**config.mk**
```make
export PLATFORM = sky130hd
export DESIGN_NAME = stopwatch_display_scan
export DESIGN_NICKNAME = d
export VERILOG_FILES = /design/src/rtl/stopwatch_pkg.sv /design/src/rtl/stopwatch_display_scan_bcd_to_seg7.sv /design/src/rtl/stopwatch_display_scan.sv
export SDC_FILE = /design/constraint.sdc
export NUM_CORES = 1
export LEC_CHECK = 0
export ABC_AREA = 1
export CAP_MARGIN = 20
export CELL_PAD_IN_SITES_DETAIL_PLACEMENT = 0
export CELL_PAD_IN_SITES_GLOBAL_PLACEMENT = 1
export CORE_MARGIN = 2
export CORE_UTILIZATION = 43
export DETAILED_ROUTE_END_ITERATION = 10
export PLACE_DENSITY_LB_ADDON = 0.1
export REMOVE_ABC_BUFFERS = 1
export SETUP_SLACK_MARGIN = 0.1
export SLEW_MARGIN = 10
export SYNTH_ARGS = -nofsm -noshare
export SYNTH_HDL_FRONTEND = slang
export SYNTH_SLANG_ARGS = --single-unit
```
**constraint.sdc**
```tcl
create_clock -name CLK -period 4.1 [get_ports CLK]
set_clock_uncertainty 0.1 [all_clocks]
set_input_delay 1.23 -clock CLK [delete_from_list [all_inputs] [get_ports CLK]]
set_output_delay 1.23 -clock CLK [all_outputs]
set_load 0.01 [all_outputs]
```
**src/rtl/stopwatch_pkg.sv**
```systemverilog
// ---------------------------------------------------------------------------
// stopwatch_pkg
// Shared constants for the stopwatch display path:
//   - active-low seven-segment glyphs, bit order {g,f,e,d,c,b,a}
//   - digit count, digit index width and the digit enumeration
//   - bit positions of the BCD fields inside the 20-bit TIME word (M:SS.CC)
// ---------------------------------------------------------------------------
package stopwatch_pkg;

    localparam int NUM_DIGITS  = 5;
    localparam int DIGIT_IDX_W = 3;

    localparam logic [6:0] SEG_0     = 7'b1000000;
    localparam logic [6:0] SEG_1     = 7'b1111001;
    localparam logic [6:0] SEG_2     = 7'b0100100;
    localparam logic [6:0] SEG_3     = 7'b0110000;
    localparam logic [6:0] SEG_4     = 7'b0011001;
    localparam logic [6:0] SEG_5     = 7'b0010010;
    localparam logic [6:0] SEG_6     = 7'b0000010;
    localparam logic [6:0] SEG_7     = 7'b1111000;
    localparam logic [6:0] SEG_8     = 7'b0000000;
    localparam logic [6:0] SEG_9     = 7'b0010000;
    localparam logic [6:0] SEG_DASH  = 7'b0111111;
    localparam logic [6:0] SEG_BLANK = 7'b1111111;

    localparam int MIN_HI    = 19;
    localparam int MIN_LO    = 16;
    localparam int TENSEC_HI = 15;
    localparam int TENSEC_LO = 12;
    localparam int SEC_HI    = 11;
    localparam int SEC_LO    = 8;
    localparam int DECI_HI   = 7;
    localparam int DECI_LO   = 4;
    localparam int CENTI_HI  = 3;
    localparam int CENTI_LO  = 0;

    localparam logic [NUM_DIGITS-1:0] AN_RESET = 5'b11110;

    // Scan position doubles as the digit index: AN[n] is lit in state n.
    typedef enum logic [DIGIT_IDX_W-1:0] {
        DIG_CENTI  = 3'd0,
        DIG_DECI   = 3'd1,
        DIG_SEC    = 3'd2,
        DIG_TENSEC = 3'd3,
        DIG_MIN    = 3'd4
    } digit_e;

endpackage

```
**src/rtl/stopwatch_display_scan_bcd_to_seg7.sv**
```systemverilog
// ---------------------------------------------------------------------------
// bcd_to_seg7
// Combinational BCD nibble to active-low seven-segment decoder.
// Values 10..15 are not valid BCD and render as a dash.
// Ports:
//   bcd  in  4  BCD digit
//   seg  out 7  active-low cathodes {g,f,e,d,c,b,a}
// ---------------------------------------------------------------------------
module bcd_to_seg7
    import stopwatch_pkg::*;
(
    input  logic [3:0] bcd,
    output logic [6:0] seg
);

    always_comb begin
        seg = SEG_DASH;
        case (bcd)
            4'd0:    seg = SEG_0;
            4'd1:    seg = SEG_1;
            4'd2:    seg = SEG_2;
            4'd3:    seg = SEG_3;
            4'd4:    seg = SEG_4;
            4'd5:    seg = SEG_5;
            4'd6:    seg = SEG_6;
            4'd7:    seg = SEG_7;
            4'd8:    seg = SEG_8;
            4'd9:    seg = SEG_9;
            default: seg = SEG_DASH;
        endcase
    end

endmodule

```
**src/rtl/stopwatch_display_scan.sv**
```systemverilog
// ---------------------------------------------------------------------------
// stopwatch_display_scan
// Drives a 5-digit time-multiplexed common-anode seven-segment display from
// the stopwatch's packed BCD TIME word (M:SS.CC). A snapshot of TIME is taken
// once per scan frame so a frame never mixes two different times; HOLD keeps
// the current snapshot (lap freeze).
//
// Parameters:
//   REFRESH_DIV  clock cycles each digit stays lit (>= 2)
//   CNT_W        refresh counter width, 2**CNT_W >= REFRESH_DIV
// Ports:
//   CLK    in  1   system clock, rising edge
//   RESET  in  1   synchronous active-high reset
//   TIME   in  20  {MIN, TENSEC, SEC, DECISEC, CENTISEC} BCD
//   HOLD   in  1   1 = keep displayed value at frame boundaries
//   SEG    out 7   active-low cathodes {g,f,e,d,c,b,a}
//   DP     out 1   active-low decimal point
//   AN     out 5   active-low one-hot anodes, AN[0] = centiseconds
// Build option:
//   STOPWATCH_DISPLAY_LZB_EN  blank leading zero minute / ten-second digits
//
// state       | meaning
// DIG_CENTI   | AN[0] lit, centiseconds shown
// DIG_DECI    | AN[1] lit, deciseconds shown
// DIG_SEC     | AN[2] lit, seconds shown, DP lit
// DIG_TENSEC  | AN[3] lit, tens of seconds shown
// DIG_MIN     | AN[4] lit, minutes shown, DP lit
// ---------------------------------------------------------------------------
module stopwatch_display_scan
    import stopwatch_pkg::*;
#(
    parameter int REFRESH_DIV = 10000,
    parameter int CNT_W       = 14
) (
    input  logic                  CLK,
    input  logic                  RESET,
    input  logic [19:0]           TIME,
    input  logic                  HOLD,
    output logic [6:0]            SEG,
    output logic                  DP,
    output logic [NUM_DIGITS-1:0] AN
);

    localparam logic [CNT_W-1:0] CNT_LAST = CNT_W'(REFRESH_DIV - 1);

    logic [CNT_W-1:0]      cnt;
    logic                  wrap;
    digit_e                digit;
    digit_e                digit_next;
    logic [19:0]           snap;
    logic [19:0]           snap_next;
    logic [3:0]            nibble;
    logic [6:0]            glyph;
    logic [6:0]            seg_next;
    logic [NUM_DIGITS-1:0] an_next;
    logic                  dp_next;

    assign wrap = (cnt == CNT_LAST);

    always_ff @(posedge CLK) begin
        if (RESET) begin
            cnt <= '0;
        end else if (wrap) begin
            cnt <= '0;
        end else begin
            cnt <= cnt + CNT_W'(1);
        end
    end

    always_ff @(posedge CLK) begin
        if (RESET) begin
            digit <= DIG_CENTI;
        end else begin
            digit <= digit_next;
        end
    end

    always_comb begin
        digit_next = digit;
        if (wrap) begin
            case (digit)
                DIG_CENTI:  digit_next = DIG_DECI;
                DIG_DECI:   digit_next = DIG_SEC;
                DIG_SEC:    digit_next = DIG_TENSEC;
                DIG_TENSEC: digit_next = DIG_MIN;
                DIG_MIN:    digit_next = DIG_CENTI;
                default:    digit_next = DIG_CENTI;
            endcase
        end
    end

    // Snapshot only moves at the frame boundary (wrap out of the minute digit).
    always_comb begin
        snap_next = snap;
        if (wrap && (digit == DIG_MIN) && !HOLD) begin
            snap_next = TIME;
        end
    end

    always_ff @(posedge CLK) begin
        if (RESET) begin
            snap <= '0;
        end else begin
            snap <= snap_next;
        end
    end

    // Output path looks at next-state values so the registered outputs line
    // up with the index and snapshot they belong to on the same edge.
    always_comb begin
        nibble = snap_next[CENTI_HI:CENTI_LO];
        case (digit_next)
            DIG_CENTI:  nibble = snap_next[CENTI_HI:CENTI_LO];
            DIG_DECI:   nibble = snap_next[DECI_HI:DECI_LO];
            DIG_SEC:    nibble = snap_next[SEC_HI:SEC_LO];
            DIG_TENSEC: nibble = snap_next[TENSEC_HI:TENSEC_LO];
            DIG_MIN:    nibble = snap_next[MIN_HI:MIN_LO];
            default:    nibble = snap_next[CENTI_HI:CENTI_LO];
        endcase
    end

    bcd_to_seg7 u_bcd_to_seg7 (
        .bcd (nibble),
        .seg (glyph)
    );

    always_comb begin
        seg_next = glyph;
`ifdef STOPWATCH_DISPLAY_LZB_EN
        if ((digit_next == DIG_MIN) && (snap_next[MIN_HI:MIN_LO] == 4'd0)) begin
            seg_next = SEG_BLANK;
        end
        if ((digit_next == DIG_TENSEC) && (snap_next[MIN_HI:TENSEC_LO] == 8'd0)) begin
            seg_next = SEG_BLANK;
        end
`endif
    end

    always_comb begin
        an_next = 5'b11111;
        dp_next = 1'b1;
        case (digit_next)
            DIG_CENTI:  an_next = 5'b11110;
            DIG_DECI:   an_next = 5'b11101;
            DIG_SEC: begin
                an_next = 5'b11011;
                dp_next = 1'b0;
            end
            DIG_TENSEC: an_next = 5'b10111;
            DIG_MIN: begin
                an_next = 5'b01111;
                dp_next = 1'b0;
            end
            default:    an_next = 5'b11111;
        endcase
    end

    always_ff @(posedge CLK) begin
        if (RESET) begin
            AN  <= AN_RESET;
            SEG <= SEG_0;
            DP  <= 1'b1;
        end else begin
            AN  <= an_next;
            SEG <= seg_next;
            DP  <= dp_next;
        end
    end

endmodule
```
Word level (Yosys, flattened, before mapping) --
Memory sizes are Yosys's and may differ from the RTL's. A register that Yosys moved wholly into a read port is not among the register bits. Index checks and enable logic that the tools add are counted.
Word-level totals: input bits 23, output and inout port bits 13, memories kept 1, memory bits (read-only) 112, word-level logic and storage cells 29, bits in registers 43
Memory list:
- (name not given) | depth 16, width 7, rd ports 1, clocked after memory_dff 1, write ports 0, line stopwatch_display_scan_bcd_to_seg7.sv:18 | case (bcd)
Cells by class: reductions and logical operators 7, eq/ne operators 9, $add $sub $neg 1, muxes and demuxes 6
Operators by type and width (number):
- $pmux W5 S5 | 1
- $mux W20 | 1
- $pmux W4 S4 | 1
- $add A14 B1 Y14 const B | 1
- $eq A14 B14 Y1 const B | 1
- $eq A3 B2 Y1 const B | 4
- $pmux W3 S4 | 1
- $eq A3 B1 Y1 const B | 2
- $eq A3 B3 Y1 const B | 2
- $logic_not A3 Y1 | 2
- $reduce_or A2 Y1 | 2
- $mux W3 | 1
- $logic_and A1 B1 Y1 | 2
- $logic_not A1 Y1 | 1
- $mux W1 | 1

Longest topological paths before layout --
depth in word-level cells 6, gate-level depth with buffers 21, depth with buffers taken out 21

Modules after synthesis --
Synthesis repeated with hierarchy kept, for this count alone.
Unflattened totals: cells, all modules 347, area total of the unflattened synthesis 2592.5 µm²
Modules (own cells, without submodules):
- stopwatch_display_scan | times used 1, cells each 312, seq. area each 1001.0 µm², area an instance 2404.8 µm²
- bcd_to_seg7 | times used 1, cells each 35, seq. area each 0.0 µm², area an instance 187.7 µm²

Least setup slack after synthesis --
OpenSTA, ideal clock, no wires.
path kind in2reg, start point input HOLD, end point register SEG[3], stages on the path 13, arrival time 2.955 ns, library setup time 0.068 ns, required time 3.932 ns, path buffers 1, slack 0.976 ns, cell sequence nor3_4 nand3_2 buf_2 or2_0 o21ai_0 nor2_1 nor2_1 nand3_1 inv_1 ha_1 nand3_1 nand3_1 a21oi_2
On the way: longest elaborated chain between the ends 4
RTL lines:
- start, declared | line stopwatch_display_scan.sv:38 | input logic HOLD,
- $logic_not A1 Y1 | line stopwatch_display_scan.sv:95 | if (wrap && (digit == DIG_MIN) && !HOLD) begin
- $logic_and A1 B1 Y1 | line stopwatch_display_scan.sv:95
- $mux W20 | line stopwatch_display_scan.sv:95
- $pmux W4 S4 | line stopwatch_display_scan.sv:112 | case (digit_next)
- end, declared | line stopwatch_display_scan.sv:39 | output logic [6:0] SEG,
Every way passes these cells. A chain may end at the register's enable or synchronous reset.

Final worst setup path --
start point input HOLD, end point register SEG[4]
The elaborated chain is that of the path after synthesis.

==> impl_metrics.py <==
metrics = {
    "min_path": {
        "hold_path_class": "reg -> reg",
        "hold_path_end": "cnt[0]$_SDFF_PP0_",
        "worstHoldStart": "cnt[0]$_SDFF_PP0_",
        "holdPathStages": 1,
    },
    "power_and_ir_drop": {
        "pwr_density_cell_mw_per_mm2": 291,
        "p_leak_nw": 1.28,
        "ir_worst_vdd_mv": 0.181,
    },
    "clock_network": {
        "cts_tree": "done",
        "htreeDepth": 2,
        "cts_made_buffers": 5,
        "cts_buffer_depth": 2,
        "hold_buffers": 0,
        "root_buffer": "clkbuf_8",
        "post_cts_buffers": 0,
        "cts.repair.resized": 0,
        "clkTransAtPathRegs_ps": 100,
        "clk_latency_ps": 300,
        "cts.sinks": 50,
    },
    "place": {
        "place_congestion": 0.776,
        "port_buffers": 35,
        "dp_hpwl_um": 3580,
        "placedCellCount": 421,
    },
    "routing": {
        "wl_per_cell_um": 11.1,
        "vias_per_cell": 4.67,
        "drc_errors": 0,
        "postRouteAntennaNets": 0,
        "vias": 2002,
        "drtPass1Iterations": 4,
        "drt_iter0_markers": 86,
        "wl_um": 4750,
    },
    "outcome": {
        "status": "finished clean",
    },
    "timing": {
        "period_needed_ps": 3610,
        "hold_viol_final": 0,
        "finalSetupViolations": 0,
        "fin_setup_tns_ps": 0,
        "rsz0062_at_grt": "no",
        "max_freq_mhz": 277,
        "worst-slew-pin-transition_ps": 463,
        "relSlewSlack_pct": 69.0,
        "drv_slew": 0,
        "period_share_pct": 88.0,
    },
    "final_layout": {
        "final_layout_size_suffix_gt1_share_pct": 17.9,
        "syn_to_final_growth_pct": 21.5,
        "finalNetCount": 386,
        "layout_common_cells": "54 x nand2_1, 53 x nor2_1, 50 x dfxtp_1",
        "instances_no_fill": 429,
        "final_common_cell": "nand2_1",
        "n_antenna_cell": 0,
    },
    "worst_setup_path": {
        "start_kind": "primary input",
        "critPathKind": "in -> reg",
        "reg2reg_from": "cnt[0]$_SDFF_PP0_",
        "cpMaxStageDelayCell": "clkdlybuf4s50_1",
        "critPathMaxFanout": 12,
        "crit_family": "simple AND/OR/NAND/NOR gates",
        "cp-end-kind": "flop",
        "critPathArrivalTime_ps": 3750,
        "r2r_end": "SEG[4]$_SDFF_PP0_",
        "critPathBufInv": 3,
        "r2r_setup_slack_ps": 1180,
        "rr_worst_depth": 18,
        "cp-startpoint": "HOLD",
        "critPathRequiredTime_ps": 4240,
        "max_stage_delay_ps": 440,
        "path_cells": "clkdlybuf4s50_1 > nor3_4 > nand3_2 > buf_4 > o21ai_2 > nor2_1 > nor2_1 > nand2_1 > nor2_4 > inv_1 > ha_1 > nand3b_1 > nand2_1 > nor2_1 > nor2_1",
        "critPathMostFrequentCell": "nor2_1",
    },
    "floorplan": {
        "start_util_pct": 44.8,
        "fp-row-count": 27,
        "io_pins": 36,
        "die_x_um": 80,
        "coreArea_mm2": 0.00554,
        "die-area_mm2": 0.00640,
        "die_h_um": 80,
    },
    "grt": {
        "grt_pass1_vias": 1760,
        "grt_pass1_wl_um": 8150,
        "antenna_found_initial": 0,
        "grt_overflow": 0,
        "grt_max_degree": 30,
        "track_usage_pct": 16.3,
    },
    "logic_synthesis": {
        "netlist_instances": 318,
        "ys_ff_latch": 50,
        "synth_top_cell_by_area": "dfxtp_1",
        "ys_types": 35,
        "yosys.area.top_type_share_pct": 40.3,
        "yosys_warnings": 0,
        "netlist_area_mm2": 0.00248,
        "yosysSeqAreaShare_pct": 40.3,
        "synth_simple_gate_area_share_pct": 38.3,
        "synth_top_family_by_area": "simple AND/OR/NAND/NOR gates",
        "synth_compound_area_share_pct": 7.71,
        "synthAdderAreaFrac_pct": 3.53,
        "synth.area.mux_share_pct": 1.11,
        "synth_area_leaders": "dfxtp_1 40%, nand2_1 8.2%, nor2_1 8.0%, nand3_1 5.0%, inv_1 4.2%",
        "synth-xor-area-share_pct": 1.76,
        "syn_avg_cell_area_um2": 7.81,
    },
    "job": {
        "drv_cap": 0,
    },
}
cell type report:
type / count / area (um2)
tap: 72 / 90.1
sequential: 50 / 1000
multi-input combinational: 225 / 1300
clock buffer: 5 / 68.8
inverter: 36 / 138
fill: 556 / 2520
clock inverter: 3 / 43.8
timing repair buffer: 38 / 373
per-stage QoR:
stage	area (um2)	total power, mW	setup WS [ps]	utilization [%]	hold WS (ps)
after detailed placement	2900	0.537	170	52.4	341
after CTS	3020	0.891	475	54.4	356
after global placement	2900	0.537	171	52.4	333
after floorplan	2440	0.506	709	-	318
after global routing	3020	0.915	196	54.4	395
final	3020	0.877	494	54.4	353
cells by family (layout without fill, tap and decap cells):
logic type               after synthesis  after routing
AO/OA/AOI/OAI                         31             31
XOR/XNOR                               5              5
adder cells (fa/ha/maj)                7              7
buffers and inverters                 43             82
flip-flops                            50             50
multiplexers                           2              2
AND/OR/NAND/NOR                      180            180
flip-flops by register name (all words and copies together) (netlist names):
signal  flops
SEG         7
DP          1
snap       20
AN          5
cnt        14
digit       3
synthesized netlist by cell type (all sizes together):
master / n
nand2: 71
nor2: 66
dfxtp: 50
inv: 36
nand3: 28
a21oi: 14
o21ai: 14
ha: 7
nand4: 5
clkbuf: 4
or2: 4
buf: 3
nor3: 3
xor2: 3
mux2i: 2
nor3b: 2
xnor2: 2
a31oi: 1
nand3b: 1
o211ai: 1
o21a: 1
worst max-delay path by stage:
| stage | end | slack (ps) | depth (start not counted) |
|---|---|---|---|
| floorplan | SEG[3]$_SDFF_PP0_ | 710 | 12 |
| global placement | SEG[4]$_SDFF_PP0_ | 170 | 15 |
| detailed placement | SEG[4]$_SDFF_PP0_ | 170 | 15 |
| CTS | SEG[4]$_SDFF_PP0_ | 470 | 15 |
| global route | SEG[4]$_SDFF_PP0_ | 200 | 15 |
| finish | SEG[4]$_SDFF_PP0_ | 490 | 15 |
power by group:
group	switching (mW)	total, mW	leakage, nW	internal [mW]
clock network	0.169	0.352	0.0585	0.183
logic	0.0146	0.0359	0.822	0.0213
registers	0.00147	0.489	0.403	0.488
total	0.185	0.877	1.28	0.692
routing by layer:
layer / track usage (%) / vias up / routed length, um
met2: 23.8 / 43 / 1930
met4: 3.56 / 0 / 43
met1: 24.1 / 871 / 2570
li1: - / 1083 / -
met5: 0 / - / 0
met3: 3.73 / 5 / 199
Power figures use the tool's default switching activity.
